File: src/rtl/register_arb_pkg.sv
// Shared definitions for the round-robin register write arbiter:
// default sizes plus the grant-selection and one-hot decode helpers.
package register_arb_pkg;

    localparam int DEF_WIDTH   = 8;
    localparam int DEF_NUM_REQ = 4;
    localparam int MAX_REQ     = 32;
    localparam int IDX_MAX_W   = 5;

    // Search req from ptr upwards, wrapping at n; only the first set bit is granted.
    function automatic logic [MAX_REQ-1:0] rr_select(input logic [MAX_REQ-1:0] req,
                                                     input int ptr,
                                                     input int n);
        logic [MAX_REQ-1:0]   g;
        logic                 found;
        int                   idx;
        logic [IDX_MAX_W-1:0] pos;
        g     = {MAX_REQ{1'b0}};
        found = 1'b0;
        for (int k = 0; k < MAX_REQ; k++) begin
            idx = ((ptr + k) >= n) ? (ptr + k - n) : (ptr + k);
            pos = IDX_MAX_W'(idx);
            if ((k < n) && !found && req[pos]) begin
                g[pos] = 1'b1;
                found  = 1'b1;
            end
        end
        return g;
    endfunction

    function automatic logic [IDX_MAX_W-1:0] onehot_to_idx(input logic [MAX_REQ-1:0] oh);
        logic [IDX_MAX_W-1:0] idx;
        idx = {IDX_MAX_W{1'b0}};
        for (int i = 0; i < MAX_REQ; i++) begin
            idx = idx | (oh[i] ? IDX_MAX_W'(i) : {IDX_MAX_W{1'b0}});
        end
        return idx;
    endfunction

endpackage

File: src/rtl/register_write_arbiter_reg.sv
// Plain enable register used as the shared write target; clears on
// asynchronous reset and loads in when en is high.
module register_write_arbiter_reg #(
    parameter int WIDTH = 8
) (
    input  logic             clk,
    input  logic             rst,
    input  logic             en,
    input  logic [WIDTH-1:0] in,
    output logic [WIDTH-1:0] out
);

    // Storage element with load enable
    always_ff @(posedge clk or posedge rst) begin
        if (rst) begin
            out <= {WIDTH{1'b0}};
        end else if (en) begin
            out <= in;
        end
    end

endmodule

File: src/rtl/register_write_arbiter.sv
// Round-robin arbiter sharing one enable register among NUM_REQ writers;
// tracks last writer, a sticky valid flag and a saturating write count.
module register_write_arbiter
    import register_arb_pkg::*;
#(
    parameter int WIDTH     = DEF_WIDTH,
    parameter int NUM_REQ   = DEF_NUM_REQ,
    parameter int CNT_WIDTH = 16
) (
    input  logic                                                clk,
    input  logic                                                rst,
    input  logic [NUM_REQ-1:0]                                  req,
    input  logic [NUM_REQ*WIDTH-1:0]                            data,
    output logic [NUM_REQ-1:0]                                  gnt,
    output logic [WIDTH-1:0]                                    out,
    output logic [((NUM_REQ > 1) ? $clog2(NUM_REQ) : 1)-1:0]    owner,
    output logic                                                out_valid,
    output logic [CNT_WIDTH-1:0]                                write_count
);

    localparam int IDX_W = (NUM_REQ > 1) ? $clog2(NUM_REQ) : 1;

    logic [MAX_REQ-1:0]   req_ext_s;
    logic [MAX_REQ-1:0]   gnt_ext_s;
    logic [NUM_REQ-1:0]   gnt_s;
    logic [IDX_MAX_W-1:0] gnt_idx_full_s;
    logic [IDX_W-1:0]     gnt_idx_s;
    logic [IDX_W-1:0]     ptr_next_s;
    logic [IDX_W-1:0]     ptr_r;
    logic [IDX_W-1:0]     owner_r;
    logic [WIDTH-1:0]     sel_data_s;
    logic                 wr_en_s;
    logic                 out_valid_r;
    logic [CNT_WIDTH-1:0] write_count_r;
    logic                 unused_bits_s;

    // Grant selection, grant index, next pointer and data mux
    always_comb begin
        req_ext_s                = {MAX_REQ{1'b0}};
        req_ext_s[NUM_REQ-1:0]   = req;
        gnt_ext_s                = rr_select(req_ext_s, int'(ptr_r), NUM_REQ);
        gnt_s                    = rst ? {NUM_REQ{1'b0}} : gnt_ext_s[NUM_REQ-1:0];
        wr_en_s                  = |gnt_s;
        gnt_idx_full_s           = onehot_to_idx(gnt_ext_s);
        gnt_idx_s                = gnt_idx_full_s[IDX_W-1:0];
        if (gnt_idx_s == IDX_W'(NUM_REQ - 1)) begin
            ptr_next_s = {IDX_W{1'b0}};
        end else begin
            ptr_next_s = gnt_idx_s + IDX_W'(1'b1);
        end
        // AND-OR mux: ungranted slices can never reach the register
        sel_data_s = {WIDTH{1'b0}};
        for (int i = 0; i < NUM_REQ; i++) begin
            sel_data_s = sel_data_s | ({WIDTH{gnt_s[i]}} & data[i*WIDTH +: WIDTH]);
        end
        unused_bits_s = ^{gnt_ext_s, gnt_idx_full_s};
    end

    // Pointer, owner, sticky valid and saturating counter updates
    always_ff @(posedge clk or posedge rst) begin
        if (rst) begin
            ptr_r         <= {IDX_W{1'b0}};
            owner_r       <= {IDX_W{1'b0}};
            out_valid_r   <= 1'b0;
            write_count_r <= {CNT_WIDTH{1'b0}};
        end else if (wr_en_s) begin
            ptr_r       <= ptr_next_s;
            owner_r     <= gnt_idx_s;
            out_valid_r <= 1'b1;
            if (write_count_r != {CNT_WIDTH{1'b1}}) begin
                write_count_r <= write_count_r + CNT_WIDTH'(1'b1);
            end
        end
    end

    register_write_arbiter_reg #(
        .WIDTH (WIDTH)
    ) u_reg (
        .clk (clk),
        .rst (rst),
        .en  (wr_en_s),
        .in  (sel_data_s),
        .out (out)
    );

    assign gnt         = gnt_s;
    assign owner       = owner_r;
    assign out_valid   = out_valid_r;
    assign write_count = write_count_r;

endmodule

File: config.mk
export PLATFORM = sky130hd
export DESIGN_NAME = register_write_arbiter
export DESIGN_NICKNAME = d
export VERILOG_FILES = /design/src/rtl/register_arb_pkg.sv /design/src/rtl/register_write_arbiter_reg.sv /design/src/rtl/register_write_arbiter.sv
export SDC_FILE = /design/constraint.sdc
export NUM_CORES = 1
export LEC_CHECK = 0
export CAP_MARGIN = 10
export CORE_AREA = 3 3 89 91
export DETAILED_ROUTE_END_ITERATION = 8
export DIE_AREA = 0 0 92 94
export HOLD_SLACK_MARGIN = 0.15
export PLACE_DENSITY = 0.54
export SETUP_SLACK_MARGIN = 0.4
export SLEW_MARGIN = 10
export SYNTH_ARGS = -nofsm -noshare
export SYNTH_HDL_FRONTEND = slang
export SYNTH_SLANG_ARGS = --single-unit
File: constraint.sdc
create_clock -name clk -period 3.9 [get_ports clk]
set_input_delay 0.975 -clock clk [delete_from_list [all_inputs] [get_ports clk]]
set_output_delay 0.975 -clock clk [all_outputs]
set_load 0.02 [all_outputs]
==> results.yml <==
synthesis:
  synth_edf_count: 0
  ys_dominant_reg_cell: "dfrtp_1"
  most_instantiated_library_cell_after_synthesis: "dfrtp_1"
  synthesis.area_per_instance_um2: 9.91
  synth.cell_area_um2: 2160
  ys_top_cells_by_count: "dfrtp_1, nand2_1, nand3_1, o21ai_0, xnor2_1"
  cell_types_with_the_largest_area_share_after_synthesis: "dfrtp_1, xnor2_1, mux2_4, ha_1, nand3_1"
  synthArstFlopShare_pct: 100
  synth_fp_nets: 264
  synthCells: 218
  synth_sequential_area_ratio_pct: 33.6
  register_bit_count_reported_by_yosys: 29
  synthDominantCellAreaShare_pct: 33.6
  yosysTopAreaCell: "dfrtp_1"
  post_synth_num_cell_types: 52
  yosys_warnings: 0
min_path:
  hold_path.startpoint: "out_valid"
  worstHoldPathCells: 1
  hold_path_class: "reg -> reg"
  worst_hold_path.endpoint: "out_valid"
sta:
  worstMarginPinSlew_ns: 0.467
  post-route-min-period_ns: 3.55
  rsz0062_at_grt: "yes"
  number_of_hold_slack_violations_in_the_final_timing_report: 0
  timing.fmax_mhz: 281
  skew_ns: 0.00390
  timing.final.max_slew_violations: 0
  setup_violations: 0
  setup-tns-final_ns: 0
  fin_ws_ns: 0.347
  slew_headroom_pct: 68.8
  final_cycle_share_pct: 91.1
power_and_ir_drop:
  post-layout-total-power_uw: 2480
  leakagePower_uw: 0.00134
  power_per_cell_area_nw_per_um2: 761
  max-vdd-ir-drop_mv: 0.195
layout:
  n_antenna_cell: 0
  drive_above_1_share_pct: 27.5
  areaGrowthSynthToFinish_pct: 50.8
  multi_input_comb_area_um2: 1370
  postLayoutCellArea_um2: 3260
  seqCellArea_um2: 727
  n_fill_cell: 738
  final_nets: 361
  final_core_utilization_pct: 45.1
floorplanning:
  die-area_um2: 8650
  placementRows: 31
  die_h_um: 94
  die_width_um: 92
  fp.coreArea_um2: 7210
  io-pin-count: 69
  starting_density_pct: 29.9
worst_setup_path:
  worst_ep_required_time_ns: 2.92
  register_to_register_setup_slack_ns: 0.84
  critical_path.max_fanout: 3
  path_class: "in -> out"
  ff2ff_path_depth: 11
  endpoint_kind_of_the_worst_setup_timing_path: "output port"
  cp_data_arrival_time_ns: 2.58
  worstSetupStartpointType: "primary input"
  timing.rr.start: "ptr_r[0]"
  r2r_end: "ptr_r[1]"
run:
  drv_cap: 0
drt:
  routed_via_density: 4.86
  drt_wl_total_um: 6150
  detailroute.via_count: 2016
  final_antenna_net_count: 0
  routedWlPerCell_um: 14.8
  drt-initial-drc-count: 106
  drt_pass1_iterations: 4
  route.detailed.drc: 0
place:
  postPlaceCellArea_um2: 3100
  io_buffer_count: 68
  gp_congestion: 0.793
  dpl.hpwl_um: 4710
  pre_cts_ws_ns: -0.591
grt:
  global_route_wire_length_before_repair_um: 9970
  first_global_vias: 1979
  gr-usage-all-layers_pct: 14.3
  antenna_found_initial: 0
  grt_overflow_total: 0
  maximum_number_of_pins_on_one_net_before_global_route_repair: 31
clock_network:
  clock_tree.htree_level_count: 2
  clock-sinks: 29
  ctsLongestPathBuffers: 2
  cts-buffers-inserted: 5
  cts_tree: "done"
  clockRootBuffer: "clkbuf_8"
  cts.clk_slew.worst_paths_ns: 0.06
  clock_network_latency_to_the_later_pin_of_the_worst_skew_pair_ns: 0.28
status:
  outcome: "finished, final reports clean"
[placed cells by master, fill, tap and decap left out, types with 3 or more instances in the layout]
master / Yosys / final
a22oi_1: 8 / 8
and3_1: 4 / 4
buf_4: 1 / 26
buf_6: 3 / 7
clkbuf_8: 0 / 6
clkdlybuf4s50_1: 0 / 60
dfrtp_1: 29 / 28
ha_1: 8 / 6
inv_1: 7 / 5
mux2_2: 7 / 7
mux2_4: 8 / 8
mux2i_1: 4 / 4
mux4_2: 3 / 3
nand2_1: 23 / 23
nand3_1: 20 / 20
nand4_1: 7 / 7
nor2_1: 5 / 5
nor3_1: 6 / 6
o21a_1: 3 / 3
o21ai_0: 16 / 16
xnor2_1: 15 / 15
[what timing repair did]
| action | CTS | global route |
|---|---|---|
| pin swaps | 2 | 1 |
| gates resized for setup | 49 | 8 |
| cloned | 0 | 0 |
| buffers inserted | 2 | 0 |
| setup endpoints to repair | 15 | 4 |
| endpoints found under the hold margin | 0 | 0 |
| hold buffers | 0 | 0 |
[worst max-delay path by stage]
stage / start / end / slack, ns / depth (start not counted)
after floorplan: req[3] / gnt[1] / 0.37 / 6
after global placement: req[2] / gnt[0] / -0.57 / 6
after detailed placement: req[2] / gnt[0] / -0.59 / 6
after CTS: req[3] / gnt[0] / 0.37 / 6
after global routing: req[0] / gnt[0] / 0.32 / 6
final: req[3] / gnt[0] / 0.35 / 6
[power by group]
| part | total [uW] | switching (uW) | internal [uW] |
|---|---|---|---|
| sequential | 468 | 72.2 | 396 |
| combinational | 1760 | 865 | 896 |
| clock | 250 | 106 | 144 |
[critical path, cell delays in order]
cell	delay, ns
buf_6	0.09
mux4_2	0.48
or4_4	0.58
buf_6	0.16
o22ai_4	0.15
buf_6	0.14
[registers in the layout, summed over array words and instances (netlist names)]
| signal | count |
|---|---|
| u_reg.out | 8 |
| ptr_r | 2 |
| owner | 2 |
| out_valid | 1 |
| write_count | 16 |
[layer usage]
layer	up-vias	global-route usage, %	wire length [um]
met5	-	0	0
met4	0	5.07	109
met3	9	4.09	462
met2	68	21.8	2670
met1	945	19.3	2900
li1	994	-	-
[through the flow]
stage,hold WS [ns],std cells
5_1_grt,0.504,415
2_1_floorplan,0.582,218
4_1_cts,0.481,415
6_report,0.471,415
3_5_place_dp,0.467,405
3_3_place_gp,0.452,405
[area by class of cell]
type,count,share of cell area (%)
clock buffer,8,2.77
inverter,8,0.999
multi-input combinational,174,42.0
sequential,29,22.3
tap,99,3.80
timing repair buffer,97,28.1
[kinds of logic after synthesis]
| group | share of synthesized area (%) |
|---|---|
| xor gates and xnor gates | 6.08 |
| buffers and inverters | 4.93 |
| DFF | 33.6 |
| adders and majority gates | 4.64 |
| and+or+nand+nor | 21.7 |
| AOI/OAI and AO/OA | 14.4 |
| muxes | 14.7 |
Power figures use the tool's default switching activity.
